`src/rtl/mem_arbiter.sv`:
```
// mem_arbiter
//   Shares one unified, fixed-latency, single-ported memory between the
//   instruction-fetch port (F stage) and the data port (M stage). Accesses
//   are serialised. Read data is registered, and each port gets a one-cycle
//   ready pulse when its access completes. When both ports are pending, the
//   grant alternates between them. Data wins the first conflict after reset.
//
// Parameters
//   LAT       memory access latency in cycles (1..15)
//   CW        width of the internal latency counter
//
// Ports
//   clk, reset            clock; asynchronous active-low reset
//   if_req/if_addr        fetch request (held until if_ready) and address
//   if_rdata/if_ready     fetched word (held) and completion pulse
//   d_req/d_we/d_addr/d_wdata
//                         data request (held until d_ready), store flag,
//                         address and store data
//   d_rdata/d_ready       load data (held, untouched by stores) and pulse
//   stall_f/stall_m       combinational stall requests for the hazard unit
//   mem_en/mem_we/mem_addr/mem_wdata
//                         memory command; address and wdata hold when idle
//   mem_rdata             memory read data, valid in last access cycle
module mem_arbiter #(
    parameter int unsigned LAT = 2,
    parameter int unsigned CW  = 4
) (
    input  logic        clk,
    input  logic        reset,
    input  logic        if_req,
    input  logic [31:0] if_addr,
    output logic [31:0] if_rdata,
    output logic        if_ready,
    input  logic        d_req,
    input  logic        d_we,
    input  logic [31:0] d_addr,
    input  logic [31:0] d_wdata,
    output logic [31:0] d_rdata,
    output logic        d_ready,
    output logic        stall_f,
    output logic        stall_m,
    output logic        mem_en,
    output logic        mem_we,
    output logic [31:0] mem_addr,
    output logic [31:0] mem_wdata,
    input  logic [31:0] mem_rdata
);

    typedef enum logic [1:0] {
        IDLE,
        BUSY_I,
        BUSY_D
    } state_e;

    localparam logic [CW-1:0] CNT_INIT = CW'(LAT - 1);

    state_e        state_q;
    logic [CW-1:0] cnt_q;
    logic          last_gnt_q;   // 0 = IF served last, 1 = D served last
    logic [31:0]   addr_q;
    logic [31:0]   wdata_q;
    logic          mem_en_q;
    logic          mem_we_q;     // also marks a store during BUSY_D
    logic          if_ready_q;
    logic          d_ready_q;
    logic [31:0]   if_rdata_q;
    logic [31:0]   d_rdata_q;

    logic          if_elig;
    logic          d_elig;
    logic          gnt_i;
    logic          gnt_d;

    // A port whose ready is pulsing this cycle still shows req high; it must
    // not be accepted again until the following cycle.
    always_comb begin
        if_elig = if_req & ~if_ready_q;
        d_elig  = d_req  & ~d_ready_q;
        gnt_d   = d_elig & (~if_elig | ~last_gnt_q);
        gnt_i   = if_elig & ~gnt_d;
    end

    always_ff @(posedge clk or negedge reset) begin
        if (!reset) begin
            state_q    <= IDLE;
            cnt_q      <= '0;
            last_gnt_q <= 1'b0;
            addr_q     <= '0;
            wdata_q    <= '0;
            mem_en_q   <= 1'b0;
            mem_we_q   <= 1'b0;
            if_ready_q <= 1'b0;
            d_ready_q  <= 1'b0;
            if_rdata_q <= '0;
            d_rdata_q  <= '0;
        end else begin
            if_ready_q <= 1'b0;
            d_ready_q  <= 1'b0;
            case (state_q)
                IDLE: begin
                    if (gnt_d) begin
                        state_q    <= BUSY_D;
                        addr_q     <= d_addr;
                        wdata_q    <= d_wdata;
                        mem_we_q   <= d_we;
                        mem_en_q   <= 1'b1;
                        cnt_q      <= CNT_INIT;
                        last_gnt_q <= 1'b1;
                    end else if (gnt_i) begin
                        state_q    <= BUSY_I;
                        addr_q     <= if_addr;
                        mem_we_q   <= 1'b0;
                        mem_en_q   <= 1'b1;
                        cnt_q      <= CNT_INIT;
                        last_gnt_q <= 1'b0;
                    end
                end
                BUSY_I, BUSY_D: begin
                    if (cnt_q != '0) begin
                        cnt_q <= cnt_q - CW'(1);
                    end else begin
                        state_q  <= IDLE;
                        mem_en_q <= 1'b0;
                        mem_we_q <= 1'b0;
                        if (state_q == BUSY_I) begin
                            if_rdata_q <= mem_rdata;
                            if_ready_q <= 1'b1;
                        end else begin
                            if (!mem_we_q) begin
                                d_rdata_q <= mem_rdata;
                            end
                            d_ready_q <= 1'b1;
                        end
                    end
                end
                default: begin
                    state_q  <= IDLE;
                    mem_en_q <= 1'b0;
                    mem_we_q <= 1'b0;
                end
            endcase
        end
    end

    assign if_rdata  = if_rdata_q;
    assign if_ready  = if_ready_q;
    assign d_rdata   = d_rdata_q;
    assign d_ready   = d_ready_q;
    assign mem_en    = mem_en_q;
    assign mem_we    = mem_we_q;
    assign mem_addr  = addr_q;
    assign mem_wdata = wdata_q;
    assign stall_f   = if_req & ~if_ready_q;
    assign stall_m   = d_req  & ~d_ready_q;

endmodule
```
`config.mk`:
```
export PLATFORM = sky130hd
export DESIGN_NAME = mem_arbiter
export DESIGN_NICKNAME = d
export VERILOG_FILES = /design/src/rtl/mem_arbiter.sv
export SDC_FILE = /design/constraint.sdc
export NUM_CORES = 1
export LEC_CHECK = 0
export ABC_AREA = 1
export CAP_MARGIN = 10
export CORE_MARGIN = 2
export CORE_UTILIZATION = 30
export DETAILED_ROUTE_END_ITERATION = 8
export MAX_ROUTING_LAYER = met4
export SLEW_MARGIN = 20
export SYNTH_ARGS = -nofsm -noshare
export SYNTH_HDL_FRONTEND = slang
export SYNTH_SLANG_ARGS = --single-unit
export TNS_END_PERCENT = 100
```
`constraint.sdc`:
```
create_clock -name clk -period 1.7 [get_ports clk]
set_input_delay 0.425 -clock clk [delete_from_list [all_inputs] [get_ports clk]]
set_output_delay 0.425 -clock clk [all_outputs]
set_load 0.02 [all_outputs]
```
==> impl_metrics.ini <==
[placement]
io_buffers = 266
pre_cts_ws_ns = -0.405
dp.final_hpwl_mm = 12.0
place.gp.congestion = 0.802

[sta]
rsz0062_at_grt = false
fin_hold_ws_ns = 0.470
finalSetupViolCount = 0
tightest_slew_ns = 0.347
finalMaxSlewViolations = 0
clock.fmax_ghz = 0.612
fin_crit_sh = 0.961
fin_skew_ns = 0.0131
finalCriticalPeriod_ns = 1.63
finalHoldViolCount = 0
timing.final.ws_setup_ns = 0.0658
tns_ns = 0
maxSlewHeadroom = 0.768

[worst_setup_path]
rr_startpoint = state_q[0]$_DFFE_PN0P_
r2r_slack_ns = 0.17
startpoint = d_req
crit_path_end_kind = output pin
cp_cell_sequence = clkdlybuf4s50_1, nand2_2, inv_2, buf_2
r2r_cells = 6
cp_top_family = buffers and inverters
reg2reg_to = if_rdata[5]$_DFFE_PN0P_
crit_path_start_kind = input port
critPathRequiredTime_ns = 1.27
cp_slowest_cell = clkdlybuf4s50_1
worstPathArrival_ns = 1.21
cp_max_fo = 2
slowest_delay_ns = 0.47
path_buf_inv = 3
crit_type = in -> out

[pwr]
totalPowerFinal_mw = 17.8
p_leak_nw = 5.01
p_int_mw = 10.2
seqPwrFrac = 0.323
peakVddDrop_v = 0.000905
power.switching_mw = 7.58
switching_share = 0.426
pwr-share-comb = 0.471
power_density_nw_per_um2 = 1880
clock_power_share = 0.206

[logic_synthesis]
synth_simple_gate_area_share = 0.226
yosysSeqAreaShare = 0.577
synth_top_family_by_area = simple AND/OR/NAND/NOR gates
synth_compound_area_frac = 0.0973
yosys_warnings = 0
synth_edf_count = 0
synth.avg_cell_area_sq_um = 8.64
syn_inst = 698
yosys.area.top_type = dfrtp_1
syn-num-nets = 834
synth-main-ff-cell = dfrtp_1
synth_mux_area_frac = 0
yosys_register_bits = 139
netlist_area_sq_um = 6030
synthAdderAreaFrac = 0.00622
synth_cell_types = 23
synth_top_area_frac = 0.577
async_reset_ff_frac = 1.00
ys_top_cells_by_count = 288 x nand2_1, 139 x dfrtp_1, 76 x inv_1, 43 x o21ai_1, 37 x nand3_1
synth-xor-area-share = 0
yosysMostFrequentCell = nand2_1
yosys-top-cells-area = dfrtp_1 58%, nand2_1 18%, inv_1 4.7%

[final_layout]
syn2layout_area_growth_pct = 56.9
nets = 1103
multi_input_area_sq_um = 2000
final_util = 0.483
n_antenna_cell = 0
drive_above_1_share = 0.0918
nFillCells = 1895
register_area_sq_um = 3480

[clock_network]
numClockSinks = 139
h-tree-depth = 4
tritoncts = built
cts_buffers = 17
clock_path_buffers = 2
clk_latency_ns = 0.42
clockRootBuffer = clkbuf_16
clkTransAtPathRegs_ns = 0.06

[detailed_routing]
totalWireLength_mm = 17.0
drt-initial-drc-count = 198
wl_per_cell_microns = 13.7
drt-pass1-iter-count = 4
via_per_inst = 4.26
vias = 5309
ant_nets = 0
drc_errors = 0

[die]
die_h_microns = 146
dieArea_sq_um = 21300
start_util = 0.308
die_width_microns = 146
core-area_sq_um = 19600
rows = 51
io_pins = 267

[status]
status = finished clean

[global_route]
grtUsageTotal = 0.168
grt_pass1_wl_mm = 27.8
grt-ovfl-total = 0
grt_pass1_vias = 5199
grt_max_degree = 65
antenna_found_initial = 0

[min_path]
hold_class = in -> async

[flow_run]
maxCapViolations = 0
==> registers in the layout (all words and copies together) (netlist names) <==
| signal | flops |
|---|---|
| mem_wdata | 32 |
| d_ready | 1 |
| if_ready | 1 |
| d_rdata | 32 |
| if_rdata | 32 |
| mem_addr | 32 |
| last_gnt_q | 1 |
| cnt_q | 4 |
| mem_en | 1 |
| state_q | 2 |
| mem_we | 1 |
==> cell type report <==
cell class / instances / area share
clock buffer: 17 / 0.0449
timing repair buffer: 286 / 0.293
tap: 265 / 0.0350
clock inverter: 15 / 0.0165
inverter: 79 / 0.0313
multi-input combinational: 444 / 0.211
sequential: 139 / 0.368
==> worst max-delay path by stage <==
stage,endpoint,slack (ns),cells past startpoint
after global routing,stall_f,0.01,4
after CTS,mem_wdata[17]$_DFFE_PN0P_,0.03,8
after global placement,stall_m,-0.39,4
after floorplan,if_rdata[10]$_DFFE_PN0P_,0.30,8
final,stall_m,0.07,4
after detailed placement,mem_wdata[22]$_DFFE_PN0P_,-0.41,8
==> logic make-up after synthesis <==
group                    after synthesis
buffers and inverters                115
AND/OR/NAND/NOR                      341
AO/OA/AOI/OAI                        100
flip-flops                           139
adder cells (fa/ha/maj)                3
==> metal layers <==
metal | wire, microns | global-route usage | vias to the layer above
met3 | 1130 | 0.0458 | 21
met2 | 7980 | 0.264 | 186
met1 | 7620 | 0.209 | 2410
li1 | - | - | 2692
met5 | 0 | - | -
met4 | 278 | 0.0574 | 0
==> power groups by stage <==
| stage | registers (mW) | clock network (mW) | logic, mW |
|---|---|---|---|
| finish | 5.74 | 3.67 | 8.39 |
| global route | 5.97 | 3.94 | 9.19 |
| floorplan | 7.68 | 0 | 3.21 |
| global placement | 5.80 | 0 | 9.52 |
| detailed placement | 5.83 | 0 | 9.59 |
| CTS | 5.76 | 3.79 | 8.51 |
==> per-stage QoR <==
stage                     instance area, sq um  instances
after detailed placement                  9030       1212
final                                     9460       1245
after floorplan                           6030        698
after global routing                      9460       1245
after CTS                                 9450       1245
after global placement                    9030       1212
==> timing repair <==
action | CTS | global route
buffers inserted | 0 | 0
hold buffers | 1 | 0
hold endpoints to repair | 29 | 0
gates resized for setup | 141 | 5
setup endpoints to repair | 134 | 101
==> cells in the final DEF, fill, tap and decap left out, drive strengths merged <==
cell / n
a21oi: 1
buf: 22
bufinv: 1
clkbuf: 17
clkdlybuf4s50: 131
clkinv: 4
clkinvlp: 2
dfrtp: 139
dlygate4sd2: 132
dlygate4sd3: 1
ha: 3
inv: 87
nand2: 290
nand3: 40
nand4: 1
nor2: 9
o21ai: 99
or2: 1
Note: power is estimated with default switching activity, not from simulation.
